===== src/rtl/approx_err_monitor.sv =====
// Streams exact/approximate product pairs and accumulates error statistics
// (counts, signed/absolute error sums, max error) over a programmed run.
module approx_err_monitor #(
    parameter int W     = 16,
    parameter int CNT_W = 32,
    parameter int ACC_W = 48    // must be >= W+2
) (
    input  logic             clk,
    input  logic             rst_n,
    input  logic             start,
    input  logic [CNT_W-1:0] n_samples,
    input  logic             in_valid,
    output logic             in_ready,
    input  logic [W-1:0]     exact,
    input  logic [W-1:0]     apprx,
    output logic             busy,
    output logic             done,
    output logic [CNT_W-1:0] sample_count,
    output logic [CNT_W-1:0] err_count,
    output logic [CNT_W-1:0] zero_count,
    output logic [ACC_W-1:0] sum_ed,
    output logic [ACC_W-1:0] sum_ed_abs,
    output logic [W-1:0]     max_ed,
    output logic             ovf
);

    localparam logic [1:0] S_IDLE  = 2'd0;
    localparam logic [1:0] S_RUN   = 2'd1;
    localparam logic [1:0] S_DRAIN = 2'd2;
    localparam logic [1:0] S_DONE  = 2'd3;

    logic [1:0]       state;
    logic             drain_cnt;
    logic [CNT_W-1:0] target;

    logic             s1_valid;
    logic [W:0]       s1_diff;
    logic [W-1:0]     s1_absd;
    logic             s1_neq;
    logic             s1_zero;

    logic             xfer;
    logic             start_ok;
    logic [CNT_W-1:0] count_inc;
    logic [W:0]       diff;
    logic [W:0]       neg_diff;
    logic [W-1:0]     absd;
    logic [ACC_W:0]   sum_wide;
    logic [ACC_W:0]   abs_wide;
    logic [ACC_W-1:0] sum_sat;
    logic [ACC_W-1:0] abs_sat;
    logic             sum_clip;
    logic             abs_clip;

    assign in_ready  = (state == S_RUN);
    assign busy      = (state == S_RUN) || (state == S_DRAIN);
    assign done      = (state == S_DONE);
    assign xfer      = in_valid && in_ready;
    assign start_ok  = start && ((state == S_IDLE) || (state == S_DONE));
    assign count_inc = sample_count + CNT_W'(1);

    // W+1-bit difference of zero-extended operands; magnitude always fits in W bits
    assign diff     = {1'b0, exact} - {1'b0, apprx};
    assign neg_diff = -diff;
    assign absd     = diff[W] ? neg_diff[W-1:0] : diff[W-1:0];

    // One guard bit above each accumulator detects the clamp condition
    assign sum_wide = {sum_ed[ACC_W-1], sum_ed} + {{(ACC_W-W){s1_diff[W]}}, s1_diff};
    assign sum_clip = sum_wide[ACC_W] ^ sum_wide[ACC_W-1];
    assign sum_sat  = !sum_clip      ? sum_wide[ACC_W-1:0] :
                      sum_wide[ACC_W] ? {1'b1, {(ACC_W-1){1'b0}}} :
                                        {1'b0, {(ACC_W-1){1'b1}}};
    assign abs_wide = {1'b0, sum_ed_abs} + {{(ACC_W+1-W){1'b0}}, s1_absd};
    assign abs_clip = abs_wide[ACC_W];
    assign abs_sat  = abs_clip ? {ACC_W{1'b1}} : abs_wide[ACC_W-1:0];

    always_ff @(posedge clk or negedge rst_n) begin
        if (!rst_n) begin
            state        <= S_IDLE;
            drain_cnt    <= 1'b0;
            target       <= '0;
            sample_count <= '0;
        end else begin
            case (state)
                S_IDLE, S_DONE: begin
                    if (start_ok) begin
                        state        <= S_RUN;
                        target       <= (n_samples == '0) ? CNT_W'(1) : n_samples;
                        sample_count <= '0;
                    end
                end
                S_RUN: begin
                    if (xfer) begin
                        sample_count <= count_inc;
                        if (count_inc == target) begin
                            state     <= S_DRAIN;
                            drain_cnt <= 1'b0;
                        end
                    end
                end
                S_DRAIN: begin
                    // Two drain cycles let the last sample retire through stage 2
                    if (drain_cnt) state <= S_DONE;
                    else           drain_cnt <= 1'b1;
                end
                default: state <= S_IDLE;
            endcase
        end
    end

    always_ff @(posedge clk or negedge rst_n) begin
        if (!rst_n) begin
            s1_valid <= 1'b0;
            s1_diff  <= '0;
            s1_absd  <= '0;
            s1_neq   <= 1'b0;
            s1_zero  <= 1'b0;
        end else begin
            s1_valid <= xfer;
            if (xfer) begin
                s1_diff <= diff;
                s1_absd <= absd;
                s1_neq  <= (exact != apprx);
                s1_zero <= (exact == '0);
            end
        end
    end

    always_ff @(posedge clk or negedge rst_n) begin
        if (!rst_n) begin
            err_count  <= '0;
            zero_count <= '0;
            sum_ed     <= '0;
            sum_ed_abs <= '0;
            max_ed     <= '0;
            ovf        <= 1'b0;
        end else if (start_ok) begin
            err_count  <= '0;
            zero_count <= '0;
            sum_ed     <= '0;
            sum_ed_abs <= '0;
            max_ed     <= '0;
            ovf        <= 1'b0;
        end else if (s1_valid) begin
            err_count  <= err_count + CNT_W'(s1_neq);
            zero_count <= zero_count + CNT_W'(s1_zero);
            sum_ed     <= sum_sat;
            sum_ed_abs <= abs_sat;
            if (s1_absd > max_ed) max_ed <= s1_absd;
            ovf        <= ovf | sum_clip | abs_clip;
        end
    end

endmodule


===== config.mk =====
export PLATFORM = sky130hd
export DESIGN_NAME = approx_err_monitor
export DESIGN_NICKNAME = d
export VERILOG_FILES = /design/src/rtl/approx_err_monitor.sv
export SDC_FILE = /design/constraint.sdc
export NUM_CORES = 1
export LEC_CHECK = 0
export ABC_AREA = 0
export CORE_ASPECT_RATIO = 0.8
export CORE_UTILIZATION = 55
export CTS_CLUSTER_SIZE = 16
export DETAILED_ROUTE_END_ITERATION = 6
export PLACE_DENSITY = 0.81
export SLEW_MARGIN = 20
export SYNTH_ARGS = -nofsm -noshare
export SYNTH_HDL_FRONTEND = slang
export SYNTH_SLANG_ARGS = --single-unit

===== constraint.sdc =====
create_clock -name clk -period 4.2 [get_ports clk]
set_clock_uncertainty 0.2 [all_clocks]
set_input_delay 0.84 -clock clk [delete_from_list [all_inputs] [get_ports clk]]
set_output_delay 0.84 -clock clk [all_outputs]
set_load 0.02 [all_outputs]

==> reports/qor.yml, run 1 <==
sta:
  slew_viol_final: 0
  period_needed_ns: 3.996
  tns_ns: 0
  setup_viol: 0
  timing.final.crit_share_pct: 95.15
  slew_headroom_pct: 37.96
  tightest_slew_ns: 0.9307
  hold_violations: 0
  max_clock_freq_mhz: 250.2
  grt_setup_unrepaired: "false"
  postLayoutSetupSlackWorst_ns: 0.2039
floorplan:
  die_h_um: 163.4
  die_area_um2: 33290
  start_util_pct: 56.47
  pin_count: 280
  rows: 58
  die_w_um: 203.8
  core-area_um2: 31710
pwr:
  power.switching_w: 0.006240
  swShare_pct: 44.21
  internal_power_w: 0.007875
  power_leakage_nw: 10.44
  p_seq_share_pct: 27.6
  pwr-share-comb_pct: 52.6
  irDropWorstVdd_mv: 0.5514
  power.density_nw_per_um2: 626.6
  clkPwrFrac_pct: 19.8
logic_synthesis:
  ys_warn_count: 0
  syn_nets: 2271
  ys_types: 89
  netlist_area_um2: 17910
  synth_most_common_cell: "nand2_1"
  yosys-top-cells-count: "nand2_1, dfrtp_1, nor2_1, o21ai_0, a21oi_1"
  async_flop_share_pct: 100.0
  ys_seq_area_share_pct: 38.98
  synth_area_per_cell_um2: 8.553
  yosysTopAreaCellShare_pct: 38.98
  synth_flop_cell: "dfrtp_1"
  ys_top_cells_by_area: "dfrtp_1, nand2_1, ha_1"
  synth_top_area_cell: "dfrtp_1"
  synth_edf_count: 0
  syn_inst: 2094
  synth-seq-cells: 279
place:
  port_buffers: 279
  gp_congestion: 0.9617
  pre_cts_ws_ns: -0.3333
  dpl_cell_area_um2: 21430
  dpl.hpwl_um: 38100
global_routing:
  grt_max_degree: 142
  grt_pass1_wl_um: 83170
  grt_usage_pct: 30.95
  antenna_found_initial: 0
  grt_pass1_vias: 16070
  gr-total-overflow: 0
cells_and_area:
  multiInputGateArea_um2: 10360
  regArea_um2: 6984
  final_area_um2: 22520
  syn2layout_area_growth_pct: 25.76
  antenna_cells: 0
  fillers: 2380
  nets: 2561
  layout-drive-gt1-share_pct: 7.226
setup_path:
  worstPathRequired_ns: 4.49
  arrival_ns: 4.28
  worst-setup-path-type: "register to register"
  r2r_cells: 12
  start_kind: "register"
  setup.worst_path.end_class: "register"
  r2r-start: "sample_count[0]"
  r2r_slack_ns: 0.20
  crit_path_max_fanout: 7
  r2r_end: "state[1]"
run_status:
  status: "finished clean"
run:
  maxCapViolations: 0
detailed_routing:
  ant_nets: 0
  wl_per_cell_um: 18.39
  vias_per_cell: 5.954
  drc: 0
  dr.first_iter.drc_count: 1442
  drt-pass1-iter-count: 5
  vias: 16840
  wirelength_um: 52000
clocking:
  cts_tree: "built"
  clkSinkCount: 279
  clk_pin_slew_ns: 0.06
  clockRootBuffer: "clkbuf_16"
  worst_skew_pair.late_latency_ns: 0.57
  htreeDepth: 1
  clk_path_buf_depth: 3
  numCtsBuffers: 30
min_path:
  min_path_type: "input pin to async pin"
## cells by family (layout without fill, tap and decap cells)
| group | Yosys count | in the layout | share of synthesized area [%] |
|---|---|---|---|
| buffers and inverters | 150 | 464 | 3.388 |
| AO/OA/AOI/OAI | 488 | 488 | 17.05 |
| XOR/XNOR | 181 | 181 | 9.040 |
| adder cells (fa/ha/maj) | 109 | 109 | 7.741 |
| flip-flops | 279 | 279 | 38.98 |
| AND/OR/NAND/NOR | 852 | 852 | 21.79 |
| multiplexers | 35 | 35 | 2.005 |
## worst max path at each step
stage,start,to,depth (start not counted)
after floorplan,exact[0],s1_absd[15],15
after CTS,sample_count[0],state[1],12
final,sample_count[0],state[1],12
after global routing,sample_count[0],state[1],12
after detailed placement,exact[0],s1_absd[14],16
after global placement,exact[0],s1_absd[14],16
## stage by stage
step	hold slack, ns	utilization, %	power, W	std cells
detailed placement	0.2834	67.58	0.01117	2769
floorplan	0.2538	-	0.008838	2094
global placement	0.2773	67.58	0.01094	2769
finish	0.1384	71.03	0.01411	2828
CTS	0.1870	70.89	0.01404	2825
global route	0.1854	71.03	0.01504	2828
## cell type report
cell class	count	share of cell area (%)
repair buffers	341	14.88
clock inverters	19	0.8943
inverters	67	1.117
well taps	420	2.333
flip-flops and latches	279	31.01
clock buffers	37	3.766
multi-input cells	1665	46.01
## flip-flops by register name, indices dropped and copies added (netlist names)
| register | cells |
|---|---|
| drain_cnt | 1 |
| err_count | 32 |
| max_ed | 16 |
| ovf | 1 |
| s1_absd | 15 |
| s1_diff | 17 |
| s1_neq | 1 |
| s1_valid | 1 |
| s1_zero | 1 |
| sample_count | 32 |
| state | 2 |
| sum_ed | 48 |
| sum_ed_abs | 48 |
| target | 32 |
| zero_count | 32 |
## per-layer routing
metal | GRT usage, % | share of wire (%)
met2 | 48.82 | 45
met3 | 5.646 | 7.8
met4 | 10.46 | 3.6
met1 | 42.82 | 43
met5 | 0 | 0
## critical path, stage by stage (launching register included)
cell	delay, ns
dfrtp_1	0.48
ha_1	0.31
and4_1	0.29
nand3_1	0.21
or2_1	0.40
or3_1	0.43
nor2_1	0.17
nand3_1	0.17
xnor2_1	0.18
nor3_2	0.27
nand4_2	0.24
a221oi_4	0.32
mux2i_1	0.23
## timing repair
action,in CTS,in global routing
buffers inserted,0,3
hold buffers,0,0
endpoints found under the hold margin,0,0
setup endpoints to repair,0,46
gates resized for setup,0,5
## power groups by stage
stage / clock network [W] / logic [W] / registers [W]
after global placement: 0 / 0.00703 / 0.00391
after detailed placement: 0 / 0.00726 / 0.00392
after global routing: 0.00293 / 0.00815 / 0.00396
after floorplan: 0 / 0.00482 / 0.00401
after CTS: 0.00284 / 0.00731 / 0.00388
final: 0.00280 / 0.00743 / 0.00389
## placed cells by master (no fill, tap or decap), types with 26 or more instances in the layout
cell type and count:
xnor2_1 97, clkdlybuf4s50_1 278, nand4_1 38, a31oi_1 27, ha_1 106, a21oi_1 114
o21ai_0 124, a21o_1 45, o31ai_1 28, dfrtp_1 277, mux2i_1 28, o21ai_1 49
clkbuf_16 31, xor2_1 81, nor3_1 26, nand2_1 392, nor2_1 169, nand3_1 70
buf_4 55, inv_1 66, and3_1 37
(Power assumes the default switching activity.)
==> run 2: changes to the inputs <==
--- a/config.mk
+++ b/config.mk
@@ -6,7 +6,7 @@
 export NUM_CORES = 1
 export LEC_CHECK = 0
 export ABC_AREA = 0
-export CORE_ASPECT_RATIO = 0.8
+export ABC_CLOCK_PERIOD_IN_PS = 4200
 export CORE_UTILIZATION = 55
 export CTS_CLUSTER_SIZE = 16
 export DETAILED_ROUTE_END_ITERATION = 6
==> run 2 against run 1 <==
Core utilization shrank 0.30 points. First-iteration DRC count is 23% lower. Maximum frequency rose by 1.8%. Critical path depth unchanged. Worst setup slack better by 0.071 ns. Clock power hardly changed. Die area hardly changed. Via count shrank 0.65%. Power decreased by 0.15%. Final cell count is 0.53% higher. Non-clock buffer count is 2 lower. Largest cell class unchanged.
==> reports/qor.yml, run 2 (synthesized netlist as in run 1, its figures left out) <==
run_status:
  status: "finished clean"
cells_and_area:
  antenna_cells: 0  # unchanged
  reg.largest.list: "sum_ed: 48 flops, sum_ed_abs: 48 flops"
  regArea_um2: 6984  # unchanged
  nets: 2561  # unchanged
  final_common_cell: "nand2_1"
  syn2layout_area_growth_pct: 25.58
  mostFrequentLayoutCells: "nand2_1, clkdlybuf4s50_1, dfrtp_1"
  fillers: 2434  # +2.3%
  layout-drive-gt1-share_pct: 6.769  # -0.46 points
  multiInputGateArea_um2: 10370  # about the same
  final_area_um2: 22490  # -0.14%
setup_path:
  setup.worst_path.end_class: "register"
  critPathBufInv: 0  # unchanged
  arrival_ns: 4.22  # -0.06 ns
  crit_cells: 12  # unchanged
  r2r_cells: 12  # unchanged
  worst-setup-path-type: "register to register"
  critPathMaxStageDelay_ns: 0.44  # -0.04 ns
  worstPathCellList: "ha_1 -> and4_1 -> nand3_1 -> or2_1 -> or3_1 -> nor2_1 -> nand3_1 -> xnor2_1 -> nor3_1 -> nand4_2 -> a221oi_4 -> mux2i_1"
  worstPathRequired_ns: 4.49  # about the same
  start_kind: "register"
  cp_top_family: "simple AND/OR/NAND/NOR gates"
  crit_path_max_fanout: 7  # unchanged
  timing.critical_path.mode_cell: "nand3_1"
  cp_slowest_cell: "or3_1"
place:
  gp_congestion: 0.9290  # -3.4%
  port_buffers: 279  # unchanged
  pre_cts_ws_ns: -0.2494  # +0.08386 ns
  dpl.hpwl_um: 36690  # -3.7%
  dpl_cell_area_um2: 21420  # about the same
global_routing:
  gr-total-overflow: 0  # unchanged
  grt_max_degree: 142  # unchanged
  grt_pass1_wl_um: 82810  # -0.42%
  antenna_found_initial: 0  # unchanged
  grt_pass1_vias: 16240  # +1.1%
  grt_usage_pct: 30.35  # -0.60 points
floorplan:
  start_util_pct: 56.32  # -0.15 points
  pin_count: 280  # unchanged
  core-area_um2: 31800  # +0.27%
  die_area_um2: 33290  # about the same
  die_h_um: 182.5  # +12%
  rows: 65  # +12%
  die_w_um: 182.5  # -10%
sta:
  tightest_slew_ns: 0.8562  # -0.07451 ns
  postLayoutSetupSlackWorst_ns: 0.2744  # +0.07057 ns
  timing.final.crit_share_pct: 93.47  # -1.7 points
  setup_viol: 0  # unchanged
  hold_violations: 0  # unchanged
  grt_setup_unrepaired: "false"
  slew_headroom_pct: 42.40  # +4.4 points
  max_clock_freq_mhz: 254.7  # +1.8%
  slew_viol_final: 0  # unchanged
  period_needed_ns: 3.926  # -0.07057 ns
detailed_routing:
  drc: 0  # unchanged
  wl_per_cell_um: 17.84  # -3.0%
  vias_per_cell: 5.884  # -1.2%
  wirelength_um: 50720  # -2.5%
  vias: 16730  # -0.65%
  dr.first_iter.drc_count: 1104  # -23%
  ant_nets: 0  # unchanged
  drt-pass1-iter-count: 5  # unchanged
clocking:
  clkSinkCount: 279  # unchanged
  postCtsSetupBuffers: 0  # unchanged
  numCtsBuffers: 31  # +3.3%
  cts_resized: 0  # unchanged
  worst_skew_pair.late_latency_ns: 0.57  # about the same
  clk_pin_slew_ns: 0.06  # about the same
  postCtsHoldBufs: 0  # unchanged
  cts_tree: "built"
  clockRootBuffer: "clkbuf_16"
  htreeDepth: 1  # unchanged
  clk_path_buf_depth: 3  # unchanged
pwr:
  power_leakage_nw: 10.43  # about the same
  power.density_nw_per_um2: 626.6  # about the same
  swShare_pct: 43.79  # -0.42 points
  internal_power_w: 0.007922  # +0.60%
  pwr-share-comb_pct: 52.2  # -0.4 points
  irDropWorstVdd_mv: 0.4924  # -11%
  total_power_w: 0.01409  # -0.15%
  clkPwrFrac_pct: 19.9  # about the same
  p_seq_share_pct: 27.9  # +0.3 points
  power.switching_w: 0.006171  # -1.1%
run:
  maxCapViolations: 0  # unchanged
min_path:
  min_path_type: "input pin to async pin"
==> run 2: power groups by stage <==
stage	clock network (W)	logic, W	registers, W
final	0.00280	0.00736	0.00393
after global placement	0	0.00697	0.00392
after detailed placement	0	0.00717	0.00394
after floorplan	0	0.00482	0.00401
after global routing	0.00296	0.00810	0.00398
after CTS	0.00286	0.00725	0.00391
==> run 2: path summary, 6_finish.rpt <==
check	start	end	slack (ns)
setup / recovery	sample_count[1]	state[0]	0.27
hold / removal	rst_n	target[11]	0.1
max in group asynchronous	rst_n	s1_absd[11]	2.80
setup reg to reg	sample_count[1]	state[0]	0.27
min in group clk	target[0]	target[0]	0.30
hold reg to reg	target[0]	target[0]	0.30
==> run 2: cell type report <==
class | instances | area share, %
multi-input cells | 1666 | 46.11
inverters | 67 | 1.118
flip-flops and latches | 279 | 31.05
clock inverters | 13 | 0.7510
well taps | 435 | 2.420
repair buffers | 339 | 14.66
clock buffers | 44 | 3.889
==> run 2: metrics by stage <==
| stage | hold slack, ns | TNS [ns] | cells | util (%) |
|---|---|---|---|---|
| global route | 0.1451 | 0 | 2843 | 70.73 |
| floorplan | 0.2538 | 0 | 2094 | - |
| global placement | 0.2777 | -0.6557 | 2785 | 67.35 |
| finish | 0.09512 | 0 | 2843 | 70.73 |
| detailed placement | 0.2824 | -0.9298 | 2785 | 67.35 |
| CTS | 0.1142 | 0 | 2842 | 70.63 |
==> run 2: worst reg2reg max path, stage by stage (launching register included) <==
cell,delay (ns)
dfrtp_1,0.43
ha_1,0.29
and4_1,0.28
nand3_1,0.18
or2_1,0.36
or3_1,0.44
nor2_1,0.18
nand3_1,0.15
xnor2_1,0.17
nor3_1,0.37
nand4_2,0.23
a221oi_4,0.33
mux2i_1,0.23
==> run 2: layer usage <==
layer	vias to the layer above	GRT usage (%)	wire length, µm
met5	-	0	0
met4	0	11.26	1940
met3	125	4.071	3323
met2	627	51.34	24140
met1	8044	39.72	21310
li1	7932	-	-
